### src/rtl/spi_xfer_arbiter.sv
// Round-robin arbiter sharing one SPI master core among NREQ requesters.
// Ports:
//   pclk, preset             clock, synchronous active-high reset
//   req/req_data/req_mode    per-requester request level, tx byte, spimode
//   grant, done, err         one-hot owner, completion pulse, timeout flag
//   rd_data, busy            last received byte, non-idle indicator
//   mstr, spiswai            core status; gate new grants only
//   senddata/spimode/tx_data start pulse and transfer setup to the core
//   tip/receivedata/rx_data  progress and result from the core
module spi_xfer_arbiter #(
  parameter int unsigned NREQ     = 4,
  parameter int unsigned DW       = 8,
  parameter int unsigned START_TO = 64,
  parameter int unsigned GAP      = 2
) (
  input  logic              pclk,
  input  logic              preset,
  input  logic [NREQ-1:0]   req,
  input  logic [NREQ*DW-1:0] req_data,
  input  logic [NREQ*2-1:0] req_mode,
  output logic [NREQ-1:0]   grant,
  output logic [NREQ-1:0]   done,
  output logic              err,
  output logic [DW-1:0]     rd_data,
  output logic              busy,
  input  logic              mstr,
  input  logic              spiswai,
  output logic              senddata,
  output logic [1:0]        spimode,
  output logic [DW-1:0]     tx_data,
  input  logic              tip,
  input  logic              receivedata,
  input  logic [DW-1:0]     rx_data
);

  localparam int unsigned PW = $clog2(NREQ);
  localparam int unsigned TW = $clog2(START_TO + 1);
  localparam int unsigned GW = $clog2(GAP + 1);

  localparam logic [2:0] ST_IDLE     = 3'd0;
  localparam logic [2:0] ST_LAUNCH   = 3'd1;
  localparam logic [2:0] ST_WAIT_TIP = 3'd2;
  localparam logic [2:0] ST_XFER     = 3'd3;
  localparam logic [2:0] ST_DONE     = 3'd4;
  localparam logic [2:0] ST_GAP      = 3'd5;

  logic [2:0]      state_q, state_d;
  logic [PW-1:0]   owner_q, owner_d;
  logic [PW-1:0]   ptr_q, ptr_d;
  logic [TW-1:0]   tcnt_q, tcnt_d;
  logic [GW-1:0]   gcnt_q, gcnt_d;

  logic [NREQ-1:0] grant_d, done_d;
  logic            err_d, busy_d, senddata_d;
  logic [DW-1:0]   rd_data_d, tx_data_d;
  logic [1:0]      spimode_d;

  logic            win_found;
  logic [PW-1:0]   win_idx;
  logic [PW-1:0]   cidx;
  logic [NREQ-1:0] win_onehot;
  logic [DW-1:0]   win_data;
  logic [1:0]      win_mode;

  // State and registered outputs
  always_ff @(posedge pclk) begin
    if (preset) begin
      state_q  <= ST_IDLE;
      owner_q  <= '0;
      ptr_q    <= '0;
      tcnt_q   <= '0;
      gcnt_q   <= '0;
      grant    <= '0;
      done     <= '0;
      err      <= 1'b0;
      rd_data  <= '0;
      busy     <= 1'b0;
      senddata <= 1'b0;
      spimode  <= 2'b00;
      tx_data  <= '0;
    end else begin
      state_q  <= state_d;
      owner_q  <= owner_d;
      ptr_q    <= ptr_d;
      tcnt_q   <= tcnt_d;
      gcnt_q   <= gcnt_d;
      grant    <= grant_d;
      done     <= done_d;
      err      <= err_d;
      rd_data  <= rd_data_d;
      busy     <= busy_d;
      senddata <= senddata_d;
      spimode  <= spimode_d;
      tx_data  <= tx_data_d;
    end
  end

  // Round-robin pick, next state and next output values
  always_comb begin
    state_d    = state_q;
    owner_d    = owner_q;
    ptr_d      = ptr_q;
    tcnt_d     = tcnt_q;
    gcnt_d     = gcnt_q;
    grant_d    = grant;
    done_d     = '0;
    err_d      = 1'b0;
    rd_data_d  = rd_data;
    senddata_d = 1'b0;
    spimode_d  = spimode;
    tx_data_d  = tx_data;
    win_found  = 1'b0;
    win_idx    = '0;
    cidx       = '0;
    win_onehot = '0;
    win_data   = '0;
    win_mode   = 2'b00;

    // First set request at or after ptr, wrapping modulo NREQ
    for (int i = 0; i < int'(NREQ); i++) begin
      cidx = PW'((int'(ptr_q) + i) % int'(NREQ));
      if (!win_found && req[cidx]) begin
        win_found = 1'b1;
        win_idx   = cidx;
      end
    end
    for (int i = 0; i < int'(NREQ); i++) begin
      if (win_idx == PW'(i)) begin
        win_onehot[i] = 1'b1;
        win_data      = req_data[i*DW +: DW];
        win_mode      = req_mode[i*2 +: 2];
      end
    end

    case (state_q)
      ST_IDLE: begin
        if (win_found && mstr && !spiswai) begin
          state_d    = ST_LAUNCH;
          owner_d    = win_idx;
          grant_d    = win_onehot;
          tx_data_d  = win_data;
          spimode_d  = win_mode;
          senddata_d = 1'b1;
        end
      end
      ST_LAUNCH: begin
        tcnt_d  = '0;
        state_d = ST_WAIT_TIP;
      end
      ST_WAIT_TIP: begin
        // A fast core may finish without ever showing tip
        if (receivedata) begin
          rd_data_d = rx_data;
          done_d    = grant;
          state_d   = ST_DONE;
        end else if (tip) begin
          state_d = ST_XFER;
        end else if (tcnt_q == TW'(START_TO - 1)) begin
          done_d  = grant;
          err_d   = 1'b1;
          state_d = ST_DONE;
        end else if (tcnt_q != TW'(START_TO)) begin
          tcnt_d = tcnt_q + TW'(1);
        end
      end
      ST_XFER: begin
        if (receivedata) begin
          rd_data_d = rx_data;
          done_d    = grant;
          state_d   = ST_DONE;
        end
      end
      ST_DONE: begin
        ptr_d   = (owner_q == PW'(NREQ - 1)) ? '0 : owner_q + PW'(1);
        grant_d = '0;
        gcnt_d  = '0;
        state_d = ST_GAP;
      end
      ST_GAP: begin
        if (gcnt_q == GW'(GAP - 1)) begin
          state_d = ST_IDLE;
        end else begin
          gcnt_d = gcnt_q + GW'(1);
        end
      end
      default: begin
        state_d = ST_IDLE;
        grant_d = '0;
      end
    endcase

    busy_d = (state_d != ST_IDLE);
  end

endmodule
### config.mk
export PLATFORM = sky130hd
export DESIGN_NAME = spi_xfer_arbiter
export DESIGN_NICKNAME = d
export VERILOG_FILES = /design/src/rtl/spi_xfer_arbiter.sv
export SDC_FILE = /design/constraint.sdc
export NUM_CORES = 1
export LEC_CHECK = 0
export CORE_MARGIN = 2
export CORE_UTILIZATION = 44
export DETAILED_ROUTE_END_ITERATION = 10
export PLACE_DENSITY = 0.8
export SLEW_MARGIN = 15
export SYNTH_ARGS = -nofsm -noshare
export SYNTH_HDL_FRONTEND = slang
export SYNTH_SLANG_ARGS = --single-unit
### constraint.sdc
create_clock -name pclk -period 2.7 [get_ports pclk]
set_clock_uncertainty 0.05 [all_clocks]
set_input_delay 0.675 -clock pclk [delete_from_list [all_inputs] [get_ports pclk]]
set_output_delay 0.675 -clock pclk [all_outputs]
set_load 0.1 [all_outputs]
==> After elaboration in Yosys (flattened, before gate mapping) <==
Cells that the tools add are included.
Widths: inputs -> output; s select.
{ "totals": {"output_inout_bits": 29, "word_cells": 119, "register_bits": 45, "input_bits": 58} }
{ "op_classes": {"n_eq_ne": 18, "addsub": 6, "n_reduce_logical": 23, "n_mux": 52, "n_bitwise": 3, "order_cmp": 4} }
{ "ops": {"columns": ["cell", "n"], "rows": [
  ["$mux 8", 4],
  ["$mux 7", 4],
  ["$mux 2", 10],
  ["$mux 4", 5],
  ["$mux 3", 6],
  ["$pmux 3 s6", 1],
  ["$pmux 4 s2", 2],
  ["$mux 1", 14],
  ["$pmux 7 s2", 1],
  ["$lt 2x3->1 const B", 4],
  ["$ne 2x2->1 const B", 6],
  ["$bmux 1 s2", 4],
  ["$reduce_and 2->1", 4],
  ["$reduce_or 4->1", 2],
  ["$add 7x1->7 const B", 1],
  ["$eq 7x6->1 const B", 1],
  ["$ne 7x7->1 const B", 1],
  ["$add 2x1->2 const B", 3],
  ["$eq 2x2->1 const B", 3],
  ["$eq 3x2->1 const B", 2],
  ["$eq 3x3->1 const B", 2],
  ["$logic_and 1x1->1", 5],
  ["$reduce_and 5->1", 1],
  ["$add 2x2->2 const B", 2],
  ["10 further kinds", 18]
]} }

==> Longest topological paths before layout <==
Gate-level depths: netlist (run 1).
{ "depth": {"depth_word": 17, "mapped_depth": 7, "depth_no_buf": 6} }

==> Worst setup path after synthesis (run 1) <==
Ideal clock, no wire load.
{ "synth_path": {"path_type": "input to register", "start": "input req[0]", "end": "register spimode[1]", "stages": 6, "required_ns": 2.534, "setup_time_ns": 0.116, "path_buffers": 1, "t_arrival_ns": 2.031, "setup_slack_ns": 0.502, "cell_sequence": "and2_4 > and2_0 > clkbuf_1 > nor3_4 > mux2_2 > o211a_1"} }
{ "synth_via": {"elab_chain_len": 17, "word_cells_on_any_way": 33, "classes_between": "eq/ne (3); mux (20); reduce/logical (10)"} }
{ "synth_rtl": {"columns": ["item", "line_no", "text"], "rows": [
  ["start: declaration", "18", "input logic [NREQ-1:0] req,"],
  ["$bmux 1 s2", "122", "if (!win_found && req[cidx]) begin"],
  ["$mux 1 (implied by the code)", "122", null],
  ["$mux 1", "122", null],
  ["$logic_not 1->1", "122", null],
  ["$logic_and 1x1->1", "122", null],
  ["$mux 1", "122", null],
  ["$logic_not 1->1", "122", null],
  ["$logic_and 1x1->1", "122", null],
  ["$mux 1", "122", null],
  ["$logic_not 1->1", "122", null],
  ["$logic_and 1x1->1", "122", null],
  ["$mux 2", "122", null],
  ["$logic_not 2->1", "128", "if (win_idx == PW'(i)) begin"],
  ["$mux 2 (4 in series)", "128", null],
  ["end signal: assignment", "93", "spimode <= spimode_d;"],
  ["end: declaration", "29", "output logic [1:0] spimode,"]
]} }
Parallel ways exist; a longest one is shown, timed or not. The select of a mux whose other input is x is not followed.
A chain may end at the register's enable or synchronous reset.

==> Worst setup path in the final report (run 1) <==
{ "layout_path": {"start": "input req[3]", "end": "register tx_data[5]"} }
{ "layout_via": {"elab_chain_len": 17, "word_cells_on_any_way": 33, "classes_between": "eq/ne (3); mux (20); reduce/logical (10)"} }
{ "layout_rtl": {"columns": ["item", "line_no", "text"], "rows": [
  ["$bmux 1 s2", "122", null],
  ["$mux 1 (implied by the code)", "122", null],
  ["$mux 1", "122", null],
  ["$logic_not 1->1", "122", null],
  ["$logic_and 1x1->1", "122", null],
  ["$mux 1", "122", null],
  ["$logic_not 1->1", "122", null],
  ["$logic_and 1x1->1", "122", null],
  ["$mux 1", "122", null],
  ["$logic_not 1->1", "122", null],
  ["$logic_and 1x1->1", "122", null],
  ["$mux 2", "122", null],
  ["$logic_not 2->1", "128", null],
  ["$mux 8 (4 in series)", "128", null],
  ["end signal: assignment", "94", "tx_data <= tx_data_d;"],
  ["end: declaration", "30", "output logic [DW-1:0] tx_data,"]
]} }
Parallel ways exist; a longest one is shown, timed or not. The select of a mux whose other input is x is not followed.

==> reports/metrics.cfg, run 1 <==
[critical_path]
cp_max_fo = 7
start_kind = input pin
reg2reg_from = state_q[2]$_SDFF_PP0_
critPathCaptureType = flip-flop
worstSetupPathType = in -> reg
cp.arrival_ps = 2530
critical_path.startpoint = req[3]
critical_path_required_ps = 2870

[placement]
pre_cts_ws_ps = 4.20
gp_congestion = 0.788
io_buffer_count = 86
dp_hpwl_um = 4550
dp_cells = 408

[logic_synthesis]
synthMuxAreaShare_pct = 12.2
synth_area_leader_cell = dfxtp_1
yosys.area_share.adder_pct = 2.17
synth_top_family_by_area = simple AND/OR/NAND/NOR gates
ys_seq_area_share_pct = 39.1
ys_ff_latch = 45
synth_compound_gate_area_share_pct = 17.3
synth_edf_count = 0
netlist_instances = 254
synth_xor_area_share_pct = 0.760
ys_async_sr_fraction_pct = 0
synth_cell_types = 54
synth_nets = 316
synth_top_flop_cell = dfxtp_1
mappedNetlistArea_um2 = 2300
syn_avg_cell_area_um2 = 9.07
yosysWarnings = 0
synth_area_leaders = dfxtp_1, mux2i_1, nor2_1, nand2b_1, mux2_2
synth_top_cell_area_share_pct = 39.1
synth-simple-area-share_pct = 24.5

[finish]
drive_above_1_share_pct = 17.7
diodes = 0
layoutNonFillerInstCount = 415
area_growth_pct = 43.5
fillers = 426
layout_commonest_cell = clkdlybuf4s50_1
final_cell_mix = clkdlybuf4s50_1, dfxtp_1, buf_4
nets = 407

[floorplanning]
initial_core_util_pct = 45.4
fp.dieArea_um2 = 5830
die_y_um = 76.4
fp.dieW_um = 76.4
coreArea_um2 = 5070
rows = 26
io_pins = 87

[sta]
finalSetupTns_ps = 0
hold_violations = 0
slew_headroom_pct = 64.0
tightestPinTransition_ps = 541
slew_viol_final = 0
period_needed_ps = 2360
setup_slack_ps = 338
timing.final.crit_share_pct = 87.5
whs_ps = 436
setup-violations-final = 0
rsz0062_at_grt = false
timing.fmax_mhz = 423

[outcome]
outcome = completed

[grt]
grt_pass1_wl_um = 10000
grt_max_degree = 42
grt_overflow = 0
grt_use_total_pct = 20.9
grt_pass1_vias = 2188
antenna_found_initial = 0

[job]
max_cap_viol_count = 0

[drt]
vias = 2203
dr_wl_met2_um = 2960
dr.max_layer_used = met4
vias_per_cell = 5.31
drt-initial-drc-count = 133
wl_met3_um = 290
drt-pass1-iter-count = 4
wl_um = 5890
detail-route-antenna-nets = 0
wl_met1_um = 2560
wl_per_cell_um = 14.2
drc = 0

[clock_tree]
cts_tree = built
cts_sinks = 45
cts.clk_slew.worst_paths_ps = 80
numCtsBuffers = 5
ctsHoldBuffers = 0
cts_setup_buffers = 0
cts_resized = 0
clockRootBuffer = clkbuf_8
clock_latency_ps = 290
htree_levels = 2
clockBufferDepth = 2

[power]
p_per_area_nw_per_um2 = 507
irDropWorstVdd_mv = 0.295
cellLeakagePower_nw = 1.41

[worst_hold_path]
hp-start = owner_q[0]$_SDFFE_PP0P_
hp-class = reg -> reg

## flip-flops by register name (all words and copies together), names as in the netlist
| signal | cells |
|---|---|
| busy | 1 |
| done | 4 |
| err | 1 |
| gcnt_q | 2 |
| grant | 4 |
| owner_q | 2 |
| ptr_q | 2 |
| rd_data | 8 |
| senddata | 1 |
| spimode | 2 |
| state_q | 3 |
| tcnt_q | 7 |
| tx_data | 8 |
## metal layers
layer	track usage, %	vias up
met4	8.00	0
met1	25.8	1019
li1	-	1102
met5	0	-
met3	4.03	10
met2	35.8	72
## power breakdown
group | internal [mW] | leakage, nW | switching, mW | total, mW
clock network | 0.269 | 0.0540 | 0.220 | 0.489
registers | 0.691 | 0.365 | 0.0235 | 0.715
logic | 0.186 | 0.988 | 0.286 | 0.472
total | 1.15 | 1.41 | 0.530 | 1.68
## stage by stage
step           util (%)  total power [mW]  instance area, µm²
2_1_floorplan         -              1.04                2300
3_3_place_gp       63.1              1.20                3200
3_5_place_dp       63.1              1.20                3200
4_1_cts            65.2              1.69                3310
5_1_grt            65.2              1.75                3310
6_report           65.2              1.68                3310
## synthesized netlist by cell type (6+ instances only)
cell type / number
nor2_1: 33
inv_1: 9
clkbuf_1: 7
nand2b_1: 13
nand2_1: 12
a21oi_1: 9
o221ai_1: 6
a31oi_1: 7
o31ai_1: 6
mux2i_1: 21
dfxtp_1: 45
## worst paths after layout
| check | to | slack, ps | cells after the start |
|---|---|---|---|
| worst max register to register | tx_data[5]$_SDFFE_PP0P_ | 720 | 5 |
| worst min-delay path | owner_q[0]$_SDFFE_PP0P_ | 440 | 2 |
| worst min register to register | owner_q[0]$_SDFFE_PP0P_ | 440 | 2 |
| worst max-delay path | tx_data[5]$_SDFFE_PP0P_ | 340 | 6 |
## area by class of cell
| class | count | area [µm²] | area share [%] |
|---|---|---|---|
| timing repair buffer | 95 | 868 | 26.3 |
| inverter | 9 | 33.8 | 1.02 |
| clock inverter | 2 | 35.0 | 1.06 |
| sequential | 45 | 901 | 27.2 |
| tap | 70 | 87.6 | 2.65 |
| multi-input combinational | 189 | 1310 | 39.7 |
| clock buffer | 5 | 68.8 | 2.08 |
## cell families (layout without fill, tap and decap cells)
family	after synthesis	after routing
buf+inv	20	111
xor+xnor	2	2
simple gates	103	103
mux	27	27
fa+ha+maj	4	4
flops	45	45
compound gates	53	53
## worst max-delay path: stages
cell	delay (ps)
clkdlybuf4s50_1	550
or4_1	170
nand4b_1	180
a21oi_1	480
nand2b_1	230
o221ai_1	230
Power figures use the tool's default switching activity.
==> run 2: changes to the inputs <==
--- a/config.mk
+++ b/config.mk
@@ -9,6 +9,7 @@
 export CORE_UTILIZATION = 44
 export DETAILED_ROUTE_END_ITERATION = 10
 export PLACE_DENSITY = 0.8
+export SKIP_LAST_GASP = 1
 export SLEW_MARGIN = 15
 export SYNTH_ARGS = -nofsm -noshare
 export SYNTH_HDL_FRONTEND = slang
==> results of run 2 <==
No change in the layout: final DEF, timing and power equal those of run 1.
==> run 3: changes to the inputs <==
==> constraint.sdc (replaced) <==
create_clock -name pclk -period 2.35 [get_ports pclk]
set_clock_uncertainty 0.05 [all_clocks]
set_input_delay 0.5875 -clock pclk [delete_from_list [all_inputs] [get_ports pclk]]
set_output_delay 0.5875 -clock pclk [all_outputs]
set_load 0.1 [all_outputs]
==> run 3 against run 2 <==
Hold slack lost 5.9 ps. Flip-flop and latch count stayed put. Core utilization up 1.5 points. First-iteration DRC count is 3.0% higher. Worst setup slack worse by 230 ps. Highest routed layer unchanged.
==> reports/metrics.cfg, run 3 (same netlist as run 1, synthesis figures left out) <==
[drt]
vias_per_cell = 5.24  ; -1.4%
wl_um = 5860  ; -0.64%
drt-pass1-iter-count = 4  ; unchanged
detail-route-antenna-nets = 0  ; unchanged
vias = 2220  ; +0.77%
drt-initial-drc-count = 137  ; +3.0%
drc = 0  ; unchanged
wl_per_cell_um = 13.8  ; -2.8%

[placement]
dp_hpwl_um = 4440  ; -2.3%
dp_cells = 417  ; +2.2%
gp_congestion = 0.811  ; +2.8%
io_buffer_count = 86  ; unchanged
pre_cts_ws_ps = -227  ; -232 ps

[grt]
grt_pass1_wl_um = 10100  ; +0.82%
grt_max_degree = 42  ; unchanged
grt_overflow = 0  ; unchanged
grt_use_total_pct = 21.0  ; +0.12 points
antenna_found_initial = 0  ; unchanged
grt_pass1_vias = 2175  ; -0.59%

[critical_path]
cp-endpoint = tx_data[5]$_SDFFE_PP0P_
critical_path_required_ps = 2470  ; -400 ps
critPathCaptureType = flip-flop
worstSetupPathType = in -> reg
start_kind = input pin
reg2reg_to = tcnt_q[1]$_SDFFE_PP0P_
cp_max_fo = 8  ; +1
critical_path.startpoint = req[0]
rrSetupSlack_ps = 400  ; -320 ps
r2r_cells = 6  ; +1
cp.arrival_ps = 2360  ; -170 ps
reg2reg_from = tcnt_q[0]$_SDFFE_PP0P_

[power]
switching_share_pct = 31.9  ; +0.27 points
p_int_mw = 1.33  ; +16%
comb_power_share_pct = 28.5  ; +0.3 points
cellLeakagePower_nw = 1.45  ; +3.2%
p_per_area_nw_per_um2 = 575  ; +14%
irDropWorstVdd_mv = 0.341  ; +16%
pwr-share-clk_pct = 29.4  ; +0.2 points
power_switching_mw = 0.621  ; +17%
seq_power_share_pct = 42.0  ; -0.7 points

[finish]
final_util_pct = 66.7  ; +1.5 points
multi_input_area_um2 = 1320  ; +0.67%
drive_above_1_share_pct = 20.3  ; +2.7 points
fillers = 457  ; +7.3%
final_cell_mix = clkdlybuf4s50_1, buf_4, dfxtp_1
layout_commonest_cell = clkdlybuf4s50_1
diodes = 0  ; unchanged
top_regs = rd_data x8, tx_data x8, tcnt_q x7
layoutNonFillerInstCount = 424  ; +2.2%
regArea_um2 = 901  ; unchanged
area_growth_pct = 46.8
nets = 416  ; +2.2%

[floorplanning]
coreArea_um2 = 5070  ; unchanged
fp.dieArea_um2 = 5830  ; unchanged
initial_core_util_pct = 45.4  ; unchanged
fp.dieW_um = 76.4  ; unchanged
rows = 26  ; unchanged
die_y_um = 76.4  ; unchanged
io_pins = 87  ; unchanged

[clock_tree]
numCtsBuffers = 5  ; unchanged
htree_levels = 2  ; unchanged
cts_setup_buffers = 0  ; unchanged
clockRootBuffer = clkbuf_8
cts_tree = built
cts.clk_slew.worst_paths_ps = 80  ; about the same
clock_latency_ps = 300  ; about the same
cts_sinks = 45  ; unchanged
clockBufferDepth = 2  ; unchanged

[sta]
rsz0062_at_grt = false
hold_violations = 0  ; unchanged
tightestPinTransition_ps = 503  ; -37.7 ps
timing.final.crit_share_pct = 95.2
slew_headroom_pct = 66.4  ; +2.4 points
setup-violations-final = 0  ; unchanged
slew_viol_final = 0  ; unchanged
timing.fmax_mhz = 447
setup_slack_ps = 112  ; -226 ps
period_needed_ps = 2240

[outcome]
outcome = completed

[worst_hold_path]
hp-start = owner_q[0]$_SDFFE_PP0P_
hp-class = reg -> reg

[job]
max_cap_viol_count = 0  ; unchanged

## run 3: cell types whose count changed in the layout (fill, tap and decap cells not counted), sizes merged
cell	change
buf	+9
## run 3: power by group through the flow
stage / logic (mW) / registers [mW] / clock network, mW
after global placement: 0.549 / 0.835 / 0
final: 0.555 / 0.818 / 0.573
after detailed placement: 0.555 / 0.836 / 0
after global routing: 0.592 / 0.823 / 0.619
after CTS: 0.556 / 0.818 / 0.579
after floorplan: 0.181 / 1.01 / 0
## run 3: repair_timing
item / in CTS / in global routing
endpoints found under the setup margin: 0 / 6
resized for setup: 0 / 2
hold buffers: 0 / 0
hold endpoints to repair: 0 / 0
## run 3: layer usage
metal  up-vias  part of all wire [%]  track usage (%)
met5         -                     0                0
li1       1126                     -                -
met4         0                   1.2             5.45
met2        68                    49             34.6
met1      1021                    44             27.7
met3         5                   5.2             4.74
## run 3: worst max-delay path: stages
cell and delay (ps):
clkdlybuf4s50_1 440, and2_4 190, and2_0 200, nor3_4 320, buf_4 270, mux2i_1 210, o221ai_1 140
## run 3: how the worst min path moves through the flow
stage / cells past startpoint / slack, ps / endpoint
after floorplan: 2 / 390 / tcnt_q[6]$_SDFFE_PP0P_
after global placement: 2 / 410 / grant[0]$_SDFFE_PP0P_
after detailed placement: 2 / 420 / owner_q[0]$_SDFFE_PP0P_
after CTS: 2 / 430 / owner_q[0]$_SDFFE_PP0P_
after global routing: 2 / 470 / owner_q[0]$_SDFFE_PP0P_
final: 2 / 430 / owner_q[0]$_SDFFE_PP0P_
## run 3: layout make-up
cell class	instances	share of cell area, %
clock buffers	5	2.03
clock inverters	2	1.04
inverters	9	0.999
multi-input cells	189	39.1
flip-flops and latches	45	26.6
well taps	70	2.59
repair buffers	104	27.7
## run 3: stage by stage
stage	cell area [µm²]	power (mW)	hold WS (ps)	TNS [ps]
2_1_floorplan	2300	1.19	392	0
3_3_place_gp	3270	1.38	413	-2180
3_5_place_dp	3270	1.39	421	-2940
4_1_cts	3370	1.95	432	0
5_1_grt	3380	2.04	466	0
6_report	3380	1.95	431	0
